File: config.mk
export PLATFORM = sky130hd
export DESIGN_NAME = hack_cpu_ctrl
export DESIGN_NICKNAME = d
export VERILOG_FILES = /design/src/rtl/hack_pkg.sv /design/src/rtl/hack_jump_unit.sv /design/src/rtl/hack_cpu_ctrl.sv
export SDC_FILE = /design/constraint.sdc
export NUM_CORES = 1
export LEC_CHECK = 0
export ABC_AREA = 1
export CORE_UTILIZATION = 51
export DETAILED_ROUTE_END_ITERATION = 8
export GPL_ROUTABILITY_DRIVEN = 0
export PLACE_DENSITY = 0.85
export REMOVE_ABC_BUFFERS = 1
export SLEW_MARGIN = 20
export SYNTH_ARGS = -nofsm -noshare
export SYNTH_HDL_FRONTEND = slang
export SYNTH_HIERARCHICAL = 1
export SYNTH_SLANG_ARGS = --single-unit
File: constraint.sdc
create_clock -name clk -period 2 [get_ports clk]
set_input_delay 0.3 -clock clk [delete_from_list [all_inputs] [get_ports clk]]
set_output_delay 0.3 -clock clk [all_outputs]
set_load 0.01 [all_outputs]
File: src/rtl/hack_pkg.sv
// hack_pkg: shared types and constants for the Hack CPU controller.
// Holds the controller state encoding, instruction field positions and
// the comp/dest/jump opcode constants used to build instruction words.
package hack_pkg;

  typedef enum logic [2:0] {
    FETCH  = 3'd0,
    DECODE = 3'd1,
    MEMRD  = 3'd2,
    EXEC   = 3'd3,
    MEMWR  = 3'd4
  } state_t;

  // Instruction field positions
  localparam int unsigned CI_BIT     = 15;
  localparam int unsigned A_BIT      = 12;
  localparam int unsigned CTRL_HI    = 11;
  localparam int unsigned CTRL_LO    = 6;
  localparam int unsigned DEST_HI    = 5;
  localparam int unsigned DEST_LO    = 3;
  localparam int unsigned JMP_HI     = 2;
  localparam int unsigned JMP_LO     = 0;
  localparam int unsigned DEST_A_BIT = 5;
  localparam int unsigned DEST_D_BIT = 4;
  localparam int unsigned DEST_M_BIT = 3;

  // comp field (zx nx zy ny f no); Y is A when a=0, M when a=1
  localparam logic [5:0] COMP_ZERO    = 6'b101010;
  localparam logic [5:0] COMP_ONE     = 6'b111111;
  localparam logic [5:0] COMP_NEG1    = 6'b111010;
  localparam logic [5:0] COMP_D       = 6'b001100;
  localparam logic [5:0] COMP_Y       = 6'b110000;
  localparam logic [5:0] COMP_NOT_D   = 6'b001101;
  localparam logic [5:0] COMP_NOT_Y   = 6'b110001;
  localparam logic [5:0] COMP_NEG_D   = 6'b001111;
  localparam logic [5:0] COMP_NEG_Y   = 6'b110011;
  localparam logic [5:0] COMP_D_INC   = 6'b011111;
  localparam logic [5:0] COMP_Y_INC   = 6'b110111;
  localparam logic [5:0] COMP_D_DEC   = 6'b001110;
  localparam logic [5:0] COMP_Y_DEC   = 6'b110010;
  localparam logic [5:0] COMP_D_ADD_Y = 6'b000010;
  localparam logic [5:0] COMP_D_SUB_Y = 6'b010011;
  localparam logic [5:0] COMP_Y_SUB_D = 6'b000111;
  localparam logic [5:0] COMP_D_AND_Y = 6'b000000;
  localparam logic [5:0] COMP_D_OR_Y  = 6'b010101;

  // dest field (A D M)
  localparam logic [2:0] DEST_NULL = 3'b000;
  localparam logic [2:0] DEST_M    = 3'b001;
  localparam logic [2:0] DEST_D    = 3'b010;
  localparam logic [2:0] DEST_MD   = 3'b011;
  localparam logic [2:0] DEST_A    = 3'b100;
  localparam logic [2:0] DEST_AM   = 3'b101;
  localparam logic [2:0] DEST_AD   = 3'b110;
  localparam logic [2:0] DEST_AMD  = 3'b111;

  // jump field (lt eq gt)
  localparam logic [2:0] JMP_NULL = 3'b000;
  localparam logic [2:0] JMP_JGT  = 3'b001;
  localparam logic [2:0] JMP_JEQ  = 3'b010;
  localparam logic [2:0] JMP_JGE  = 3'b011;
  localparam logic [2:0] JMP_JLT  = 3'b100;
  localparam logic [2:0] JMP_JNE  = 3'b101;
  localparam logic [2:0] JMP_JLE  = 3'b110;
  localparam logic [2:0] JMP_JMP  = 3'b111;

  // Assemble a C-instruction word; bits 14:13 are set to 1 by convention
  function automatic logic [15:0] c_instr(input logic a, input logic [5:0] comp,
                                          input logic [2:0] dest, input logic [2:0] jmp);
    return {3'b111, a, comp, dest, jmp};
  endfunction

endpackage

File: src/rtl/hack_jump_unit.sv
// hack_jump_unit: resolves the Hack jump condition from the j bits and ALU flags.
module hack_jump_unit (
  input  logic [2:0] jmp,
  input  logic       zr,
  input  logic       ng,
  output logic       take
);

  // j1 = negative, j2 = zero, j3 = strictly positive
  always_comb begin
    take = (jmp[2] & ng) | (jmp[1] & zr) | (jmp[0] & ~zr & ~ng);
  end

endmodule

File: src/rtl/hack_cpu_ctrl.sv
// hack_cpu_ctrl: multi-cycle Hack CPU control/datapath around an external ALU.
// Fetches over a req/ack instruction port, sequences data-memory reads and
// writes, owns A/D/PC and resolves jumps.
// Optional: define HACK_CTRL_RETIRE_CNT_EN to add the retire_cnt output.
module hack_cpu_ctrl
  import hack_pkg::*;
#(
  parameter int unsigned     PC_W     = 15,
  parameter logic [PC_W-1:0] RESET_PC = '0
) (
  input  logic            clk,
  input  logic            rst,
  output logic            instr_req,
  output logic [PC_W-1:0] instr_addr,
  input  logic            instr_ack,
  input  logic [15:0]     instr_rdata,
  output logic            mem_req,
  output logic            mem_we,
  output logic [PC_W-1:0] mem_addr,
  output logic [15:0]     mem_wdata,
  input  logic            mem_ack,
  input  logic [15:0]     mem_rdata,
  output logic [15:0]     alu_x,
  output logic [15:0]     alu_y,
  output logic            alu_zx,
  output logic            alu_nx,
  output logic            alu_zy,
  output logic            alu_ny,
  output logic            alu_f,
  output logic            alu_no,
  input  logic [15:0]     alu_out,
  input  logic            alu_zr,
  input  logic            alu_ng
`ifdef HACK_CTRL_RETIRE_CNT_EN
  ,
  output logic [31:0]     retire_cnt
`endif
);

  state_t          state;
  state_t          state_next;
  logic [15:0]     ir;
  logic [15:0]     a_reg;
  logic [15:0]     d_reg;
  logic [15:0]     m_latch;
  logic [PC_W-1:0] pc;
  logic [PC_W-1:0] pc_inc;
  logic            instr_fire;
  logic            mem_fire;
  logic            is_c;
  logic            use_m;
  logic            dest_a;
  logic            dest_d;
  logic            dest_m;
  logic            take;

  hack_jump_unit u_jump (
    .jmp  (ir[JMP_HI:JMP_LO]),
    .zr   (alu_zr),
    .ng   (alu_ng),
    .take (take)
  );

  // Handshake qualifiers and instruction field decode
  always_comb begin
    instr_fire = instr_req & instr_ack;
    mem_fire   = mem_req & mem_ack;
    is_c       = ir[CI_BIT];
    use_m      = ir[A_BIT];
    dest_a     = ir[DEST_A_BIT];
    dest_d     = ir[DEST_D_BIT];
    dest_m     = ir[DEST_M_BIT];
    pc_inc     = pc + 1'b1;
  end

  // Datapath-facing outputs: ALU operands and control bits straight from IR
  always_comb begin
    instr_addr = pc;
    alu_x      = d_reg;
    alu_y      = use_m ? m_latch : a_reg;
    {alu_zx, alu_nx, alu_zy, alu_ny, alu_f, alu_no} = ir[CTRL_HI:CTRL_LO];
  end

  // Next-state logic
  always_comb begin
    state_next = state;
    unique case (state)
      FETCH:  if (instr_fire) state_next = DECODE;
      DECODE: begin
        if (!is_c)      state_next = FETCH;
        else if (use_m) state_next = MEMRD;
        else            state_next = EXEC;
      end
      MEMRD:  if (mem_fire) state_next = EXEC;
      EXEC:   state_next = dest_m ? MEMWR : FETCH;
      MEMWR:  if (mem_fire) state_next = FETCH;
      default: state_next = FETCH;
    endcase
  end

  // State and request registers; requests are derived from the state being
  // entered so they are high from the first cycle of FETCH/MEMRD/MEMWR
  always_ff @(posedge clk) begin
    if (rst) begin
      state     <= FETCH;
      instr_req <= 1'b0;
      mem_req   <= 1'b0;
      mem_we    <= 1'b0;
    end else begin
      state     <= state_next;
      instr_req <= (state_next == FETCH);
      mem_req   <= (state_next == MEMRD) || (state_next == MEMWR);
      mem_we    <= (state_next == MEMWR);
    end
  end

  // Architectural registers, latches and program counter
  always_ff @(posedge clk) begin
    if (rst) begin
      pc        <= RESET_PC;
      ir        <= '0;
      a_reg     <= '0;
      d_reg     <= '0;
      m_latch   <= '0;
      mem_addr  <= '0;
      mem_wdata <= '0;
    end else begin
      unique case (state)
        FETCH: if (instr_fire) ir <= instr_rdata;
        DECODE: begin
          // A is stable from DECODE through EXEC for a C-instruction, so this
          // snapshot is the pre-EXEC A used by both MEMRD and MEMWR
          mem_addr <= a_reg[PC_W-1:0];
          if (!is_c) begin
            a_reg <= {1'b0, ir[14:0]};
            pc    <= pc_inc;
          end
        end
        MEMRD: if (mem_fire) m_latch <= mem_rdata;
        EXEC: begin
          mem_wdata <= alu_out;
          if (dest_a) a_reg <= alu_out;
          if (dest_d) d_reg <= alu_out;
          pc <= take ? a_reg[PC_W-1:0] : pc_inc;
        end
        default: ;
      endcase
    end
  end

`ifdef HACK_CTRL_RETIRE_CNT_EN
  logic retire_evt;

  // An instruction completes in DECODE (A), EXEC without M store, or MEMWR ack
  always_comb begin
    retire_evt = ((state == DECODE) && !is_c) ||
                 ((state == EXEC) && !dest_m) ||
                 ((state == MEMWR) && mem_fire);
  end

  // Free-running retired-instruction counter, wraps at 2^32
  always_ff @(posedge clk) begin
    if (rst)             retire_cnt <= '0;
    else if (retire_evt) retire_cnt <= retire_cnt + 32'd1;
  end
`endif

endmodule

==> impl_summary.log, run 1 <==
[metrics] Synth area leaders: sky130_fd_sc_hd__dfxtp_1, sky130_fd_sc_hd__nand2_1, sky130_fd_sc_hd__a21oi_1
[metrics] upper clock frequency limit: 529 MHz
[metrics] Final Max Slew Viols: 0
[metrics] synthesis-to-layout area growth: 42.9%
[metrics] clock latency on the worst-skew pair: 0.52 ns
[metrics] syn avg cell area: 7.27 um^2
[metrics] detailed-route DRC error count: 0
[metrics] synth unique cells: 29
[metrics] final wirelength: 13.7 mm
[metrics] via count of the first global-routing pass: 4806
[metrics] routed vias/inst: 5.50
[metrics] number of synthesized register bits: 116
[metrics] Core Rows: 35
[metrics] category of the worst setup path launch point: flip-flop
[metrics] max-cap check violation count: 0
[metrics] largest area contributor in the synthesized netlist: sky130_fd_sc_hd__dfxtp_1
[metrics] cell leakage power: 2.68 nW
[metrics] kind of end point of the critical path: output pin
[metrics] critical path required time: 1.70 ns
[metrics] library cell with the highest instance count after synthesis: sky130_fd_sc_hd__nand2_1
[metrics] worst r2r dst: instr_addr[9]
[metrics] clock sink count: 116
[metrics] origin of the critical flop-to-flop path: state[2]
[metrics] flop-to-flop setup slack: 0.28 ns
[metrics] number of nets in the final layout: 847
[metrics] sequential fraction of the synthesis area: 48.4%
[metrics] first element of the critical path: ir[12]
[metrics] Syn Std Cell Area: 4790 um^2
[metrics] total congestion overflow: 0
[metrics] initial antenna violation count: 0
[metrics] vias after detailed routing: 5037
[metrics] number of H-tree levels: 4
[metrics] min cycle time layout: 1.89 ns
[metrics] clock buffer count from CTS: 17
[metrics] last element of the critical path: alu_y[11]
[metrics] core outline area: 9150 um^2
[metrics] final clock skew: 0.0103 ns
[metrics] hold violation total from the final report: 0
[metrics] global router's overall resource usage: 28.7%
[metrics] buffer cell driving the clock tree root: sky130_fd_sc_hd__clkbuf_8
[metrics] remaining number of nets flagged by the antenna check after routing: 0
[metrics] first-pass GRT wire length: 22.5 mm
[metrics] CTS Hold Bufs: 0
[metrics] top post-synthesis cells by count: sky130_fd_sc_hd__nand2_1, sky130_fd_sc_hd__dfxtp_1, sky130_fd_sc_hd__a21oi_1
[metrics] combinational family with the most area after synthesis: simple AND/OR/NAND/NOR gates
[metrics] Max Buffers Root-to-Sink: 2
[metrics] Worst Hold Margin: 0.354 ns
[metrics] area share of the largest cell type after synthesis: 48.4%
[metrics] detailed-router iteration count before antenna repair: 5
[metrics] share of synthesized cell area in full adder, half adder and majority cells: 0.261%
[metrics] RSZ-0062 raised after global routing: false
[metrics] area of the die: 9790 um^2
[metrics] compound-cell area share of the yosys netlist: 20.5%
[metrics] Critical Path Fanout Max: 14
[metrics] simple-gate portion of the synthesized area: 23.2%
[metrics] Routed wire per std cell: 14.9 um
[metrics] ant diodes: 0
[metrics] peak per-stage delay on the critical path: 0.38 ns
[metrics] Worst-Margin Slew: 0.699 ns
[metrics] critical setup path kind: reg2out
[metrics] share of cells above drive strength 1: 7.70%
[metrics] post-detailed-placement half-perimeter wirelength: 9.31 mm
[metrics] clock tree from TritonCTS: yes
[metrics] Clock Pin Slew Worst Setup and Hold Paths: 0.06 ns
[metrics] count of flip-flops with a built-in enable after synthesis: 0
[metrics] effective utilization at floorplan: 52.4%
[metrics] num ports: 141
[metrics] count of warnings emitted by yosys: 6
[metrics] path category of the worst min-delay check: in2reg
[metrics] post-synthesis instance total: 659
[metrics] DRT iter0 DRCs: 245
[metrics] height of the die: 98.9 um
[metrics] critical path, cell by cell: buf_4, o21ai_0, dlygate4sd2_1
[metrics] setup TNS after final layout: 0 ns
[metrics] mux cell area share after synthesis: 0%
[metrics] count of endpoints failing setup in the final report: 0
[metrics] worst-case reg-to-reg path depth: 7
[metrics] maximum number of pins on one net before global-route repair: 54
[metrics] Port Buffers: 140
[metrics] part of the cycle the worst path needs: 94.5%
[metrics] result of the run: complete, no violations
[metrics] Post-Synth XOR/XNOR Area: 0.183%
[metrics] Max IR drop VDD: 0.624 mV
[metrics] WP data arrival: 1.59 ns
[metrics] Primary FF master, synth: sky130_fd_sc_hd__dfxtp_1
[metrics] CP max stage cell: sky130_fd_sc_hd__dfxtp_4
[metrics] overall die width: 98.9 um
[metrics] max_slew headroom: 53.2%
[metrics] Async SR Flop Fraction: 0%
[metrics] Pwr per Cell Area: 863 nW/um^2
-- how the worst min path moves through the flow --
| stage | startpoint | cells after the start | slack, ns | endpoint |
|---|---|---|---|---|
| detailed placement | alu_x[5] | 2 | 0.45 | alu_x[5] |
| floorplan | rst | 1 | 0.37 | state[0] |
| CTS | rst | 5 | 0.34 | ir[9] |
| global placement | mem_wdata[12] | 2 | 0.45 | mem_wdata[12] |
| global route | rst | 5 | 0.37 | ir[13] |
| finish | rst | 5 | 0.35 | ir[6] |
-- placed cells by master (no fill, tap or decap), drive strengths merged --
cell / n
a211oi: 1
a21boi: 1
a21oi: 92
a31oi: 1
buf: 14
bufinv: 2
clkbuf: 19
clkdlybuf4s50: 123
clkinv: 6
clkinvlp: 3
dfxtp: 116
dlygate4sd2: 14
dlymetal6s2s: 2
ha: 1
inv: 47
nand2: 137
nand3: 37
nand3b: 4
nand4: 7
nor2: 78
nor3: 2
nor3b: 1
o211ai: 3
o21ai: 93
xnor2: 1
-- cell type report --
| class | count | area, um^2 |
|---|---|---|
| Tap cell | 111 | 139 |
| Inverter | 45 | 169 |
| Sequential cell | 116 | 2330 |
| Clock inverter | 13 | 149 |
| Multi-Input combinational cell | 459 | 2130 |
| Fill cell | 670 | 2300 |
| Clock buffer | 19 | 442 |
| Timing Repair Buffer | 153 | 1490 |
-- worst max-delay path: cells and delay by family, from the launching register on --
kind / cells / cell delay (ns)
flops: 1 / 0.38
buf+inv: 2 / 0.48
compound gates: 1 / 0.22
-- power by group --
part | internal (mW) | switching [mW]
Clock | 1.85 | 1.12
Sequential | 2.38 | 0.0436
Combinational | 0.241 | 0.266
Total | 4.47 | 1.43
-- cell families (layout without fill, tap and decap cells) --
| kind of cell | after synthesis | count (layout) |
|---|---|---|
| DFF | 116 | 116 |
| adders and majority gates | 1 | 1 |
| and+or+nand+nor | 266 | 266 |
| buffers and inverters | 84 | 230 |
| AOI/OAI and AO/OA | 191 | 191 |
| xor gates and xnor gates | 1 | 1 |
-- per-layer routing --
metal	vias up	share of wire, %	GRT usage, %
li1	2445	-	-
met1	2323	41	35.0
met2	245	47	47.4
met3	24	10	8.65
met4	0	1.8	11.6
met5	-	0	0
-- per-stage QoR --
step	cells	power (mW)	setup slack, ns	cell area [um^2]	util (%)
5_1_grt	916	6.08	0.0490	6850	74.8
3_5_place_dp	884	2.98	0.107	6260	68.4
2_1_floorplan	620	2.67	-0.0494	4610	-
4_1_cts	916	5.91	0.0422	6840	74.7
3_3_place_gp	884	2.97	0.146	6260	68.4
6_report	916	5.91	0.110	6850	74.8
-- repair_timing --
action	CTS	global route
setup endpoints to repair	16	2
buffers inserted	0	0
cloned	0	0
gates resized for setup	20	2
Note: power is estimated with default switching activity, not from simulation.
==> inputs of run 2 (changes only) <==
--- a/config.mk
+++ b/config.mk
@@ -11,7 +11,7 @@
 export GPL_ROUTABILITY_DRIVEN = 0
 export PLACE_DENSITY = 0.85
 export REMOVE_ABC_BUFFERS = 1
-export SLEW_MARGIN = 20
+export SLEW_MARGIN = 30
 export SYNTH_ARGS = -nofsm -noshare
 export SYNTH_HDL_FRONTEND = slang
 export SYNTH_HIERARCHICAL = 1
==> results of run 2 <==
The final DEF is identical to that of run 1; final timing and power are the same.
==> inputs of run 3 (changes only) <==
--- a/config.mk
+++ b/config.mk
@@ -7,9 +7,10 @@
 export LEC_CHECK = 0
 export ABC_AREA = 1
 export CORE_UTILIZATION = 51
+export CTS_CLUSTER_DIAMETER = 40
 export DETAILED_ROUTE_END_ITERATION = 8
 export GPL_ROUTABILITY_DRIVEN = 0
-export PLACE_DENSITY = 0.85
+export PLACE_DENSITY = 0.87
 export REMOVE_ABC_BUFFERS = 1
 export SLEW_MARGIN = 30
 export SYNTH_ARGS = -nofsm -noshare
==> impl_summary.log, run 3 (synthesis results as in run 1) <==
[metrics] post-detailed-placement half-perimeter wirelength: 9.76 mm (+4.8%)
[metrics] max_slew headroom: 51.2% (-2.0 points)
[metrics] clock buffer count from CTS: 17 (unchanged)
[metrics] global router's overall resource usage: 30.1% (+1.4 points)
[metrics] buffering stage count on the worst path with inverters included: 3 (+1)
[metrics] Clock Pin Slew Worst Setup and Hold Paths: 0.06 ns (about the same)
[metrics] Comb power frac: 9.0% (+0.4 points)
[metrics] number of H-tree levels: 4 (unchanged)
[metrics] Worst-Margin Slew: 0.729 ns (+0.0298 ns)
[metrics] critical path, cell by cell: buf_4, inv_1, nand2_1, nand2_1, dlygate4sd2_1
[metrics] part of the cycle the worst path needs: 93.2% (-1.3 points)
[metrics] RSZ-0062 raised after global routing: false
[metrics] num ports: 141 (unchanged)
[metrics] ant diodes: 0 (unchanged)
[metrics] post-place instance area: 6300 um^2 (+0.68%)
[metrics] clock sink count: 116 (unchanged)
[metrics] worst-case reg-to-reg path depth: 7 (unchanged)
[metrics] buffer cell driving the clock tree root: sky130_fd_sc_hd__clkbuf_8
[metrics] detailed-route DRC error count: 0 (unchanged)
[metrics] flop-to-flop setup slack: 0.35 ns (+0.07 ns)
[metrics] count of endpoints failing setup in the final report: 0 (unchanged)
[metrics] critical path's most frequent cell: sky130_fd_sc_hd__nand2_1
[metrics] upper clock frequency limit: 537 MHz (+1.4%)
[metrics] Port Buffers: 140 (unchanged)
[metrics] commonest cells after routing, fill and taps aside: sky130_fd_sc_hd__nand2_1, sky130_fd_sc_hd__clkdlybuf4s50_1, sky130_fd_sc_hd__dfxtp_1
[metrics] DRT iter0 DRCs: 314 (+28%)
[metrics] power dissipated by switching net loads: 1.34 mW (-6.7%)
[metrics] hold violation total from the final report: 0 (unchanged)
[metrics] origin of the critical flop-to-flop path: state[2]
[metrics] maximum number of pins on one net before global-route repair: 54 (unchanged)
[metrics] cell leakage power: 2.67 nW (-0.66%)
[metrics] vias after detailed routing: 4987 (-0.99%)
[metrics] clock group share of total power: 49.1% (-1.3 points)
[metrics] max-cap check violation count: 0 (unchanged)
[metrics] overall die width: 98.9 um (unchanged)
[metrics] area of all placed cells without fillers: 6840 um^2 (-0.18%)
[metrics] path category of the worst min-delay check: in2reg
[metrics] register share of total power: 42.0% (+1.0 points)
[metrics] Final Max Slew Viols: 0 (unchanged)
[metrics] Critical Path Fanout Max: 10 (-4)
[metrics] Core Rows: 35 (unchanged)
[metrics] result of the run: complete, no violations
[metrics] core outline area: 9150 um^2 (unchanged)
[metrics] clock tree from TritonCTS: yes
[metrics] share of cells above drive strength 1: 7.44% (-0.26 points)
[metrics] Pwr per Cell Area: 845 nW/um^2 (-2.1%)
[metrics] hold-critical path depth: 4 (-1)
[metrics] Crit path max-delay family: buffers and inverters
[metrics] initial antenna violation count: 0 (unchanged)
[metrics] WP data arrival: 1.56 ns (-0.03 ns)
[metrics] CTS Hold Bufs: 0 (unchanged)
[metrics] critical setup path kind: reg2out
[metrics] commonest non-fill, non-tap cell in the layout: sky130_fd_sc_hd__nand2_1
[metrics] critical path required time: 1.70 ns (about the same)
[metrics] number of nets in the final layout: 850 (+0.35%)
[metrics] kind of end point of the critical path: output pin
[metrics] peak per-stage delay on the critical path: 0.36 ns (-0.02 ns)
[metrics] category of the worst setup path launch point: flip-flop
[metrics] Worst Slack Setup Final: 0.136 ns (+0.0261 ns)
[metrics] routed vias/inst: 5.44 (-1.1%)
[metrics] Routed wire per std cell: 15.6 um (+4.1%)
[metrics] clock latency on the worst-skew pair: 0.52 ns (about the same)
[metrics] fraction of the core area covered by cells at the end of the flow: 74.7% (-0.14 points)
[metrics] final clock skew: 0.0117 ns (+0.00145 ns)
[metrics] CP max stage cell: sky130_fd_sc_hd__dfxtp_1
[metrics] final wirelength: 14.3 mm (+4.2%)
[metrics] number of setup buffers added after CTS: 0 (unchanged)
[metrics] worst r2r dst: alu_x[2]
[metrics] Worst Hold End: ir[11]
[metrics] detailed-router iteration count before antenna repair: 5 (unchanged)
[metrics] internal power: 4.44 mW (-0.81%)
[metrics] first-pass GRT wire length: 23.1 mm (+2.6%)
[metrics] hold path startpoint: rst
[metrics] min cycle time layout: 1.86 ns (-0.0261 ns)
[metrics] synthesis-to-layout area growth: 42.6%
[metrics] height of the die: 98.9 um (unchanged)
[metrics] share of total power consumed by net switching: 23.2% (-1.1 points)
[metrics] Max IR drop VDD: 0.738 mV (+18%)
[metrics] remaining number of nets flagged by the antenna check after routing: 0 (unchanged)
[metrics] area of the die: 9790 um^2 (unchanged)
[metrics] effective utilization at floorplan: 52.4% (unchanged)
[metrics] number of gates resized after cts: 17 (-15%)
[metrics] total congestion overflow: 0 (unchanged)
[metrics] via count of the first global-routing pass: 4988 (+3.8%)
[metrics] worst setup slack after placement: 0.0837 ns (-0.0234 ns)
[metrics] Max Buffers Root-to-Sink: 2 (unchanged)
[metrics] setup TNS after final layout: 0 ns (unchanged)
run 3: through the flow:
step | hold WS [ns] | total power [mW] | cells
6_report | 0.257 | 5.78 | 917
5_1_grt | 0.297 | 5.94 | 917
4_1_cts | 0.252 | 5.78 | 917
3_5_place_dp | 0.452 | 2.99 | 887
3_3_place_gp | 0.447 | 2.97 | 887
2_1_floorplan | 0.366 | 2.67 | 620
run 3: layout make-up:
type	instances	area, um^2
Sequential cell	116	2320
Fill cell	669	2320
Multi-Input combinational cell	459	2130
Timing Repair Buffer	156	1520
Clock buffer	20	445
Inverter	45	169
Tap cell	111	139
Clock inverter	10	109
run 3: routing by layer:
layer / track usage (%) / vias to the layer above / part of all wire (%)
li1: - / 2454 / -
met1: 34.2 / 2281 / 40
met2: 50.0 / 220 / 48
met3: 10.4 / 32 / 9.0
met4: 15.6 / 0 / 2.9
met5: 0 / - / 0
run 3: worst max path at each step:
stage	start	depth (start not counted)	end	slack, ns
2_1_floorplan	state[2]	8	mem_req	-0.05
3_3_place_gp	alu_zr	11	instr_addr[9]	0.16
3_5_place_dp	alu_ng	10	instr_addr[3]	0.08
4_1_cts	ir[12]	5	alu_y[15]	0.13
5_1_grt	ir[12]	5	alu_y[15]	0.03
6_report	ir[12]	5	alu_y[15]	0.14
run 3: power by group through the flow:
stage                     logic, mW  clock network, mW  registers [mW]
after global routing          0.562               2.95            2.43
after global placement        0.509                  0            2.47
after floorplan               0.179                  0            2.49
after detailed placement      0.522                  0            2.47
final                         0.519               2.83            2.42
after CTS                     0.516               2.84            2.42
run 3: worst min-delay path, stage by stage:
cell	delay [ns]
sky130_fd_sc_hd__buf_2	0.09
sky130_fd_sc_hd__inv_1	0.17
sky130_fd_sc_hd__o21ai_0	0.13
sky130_fd_sc_hd__nor2_1	0.04
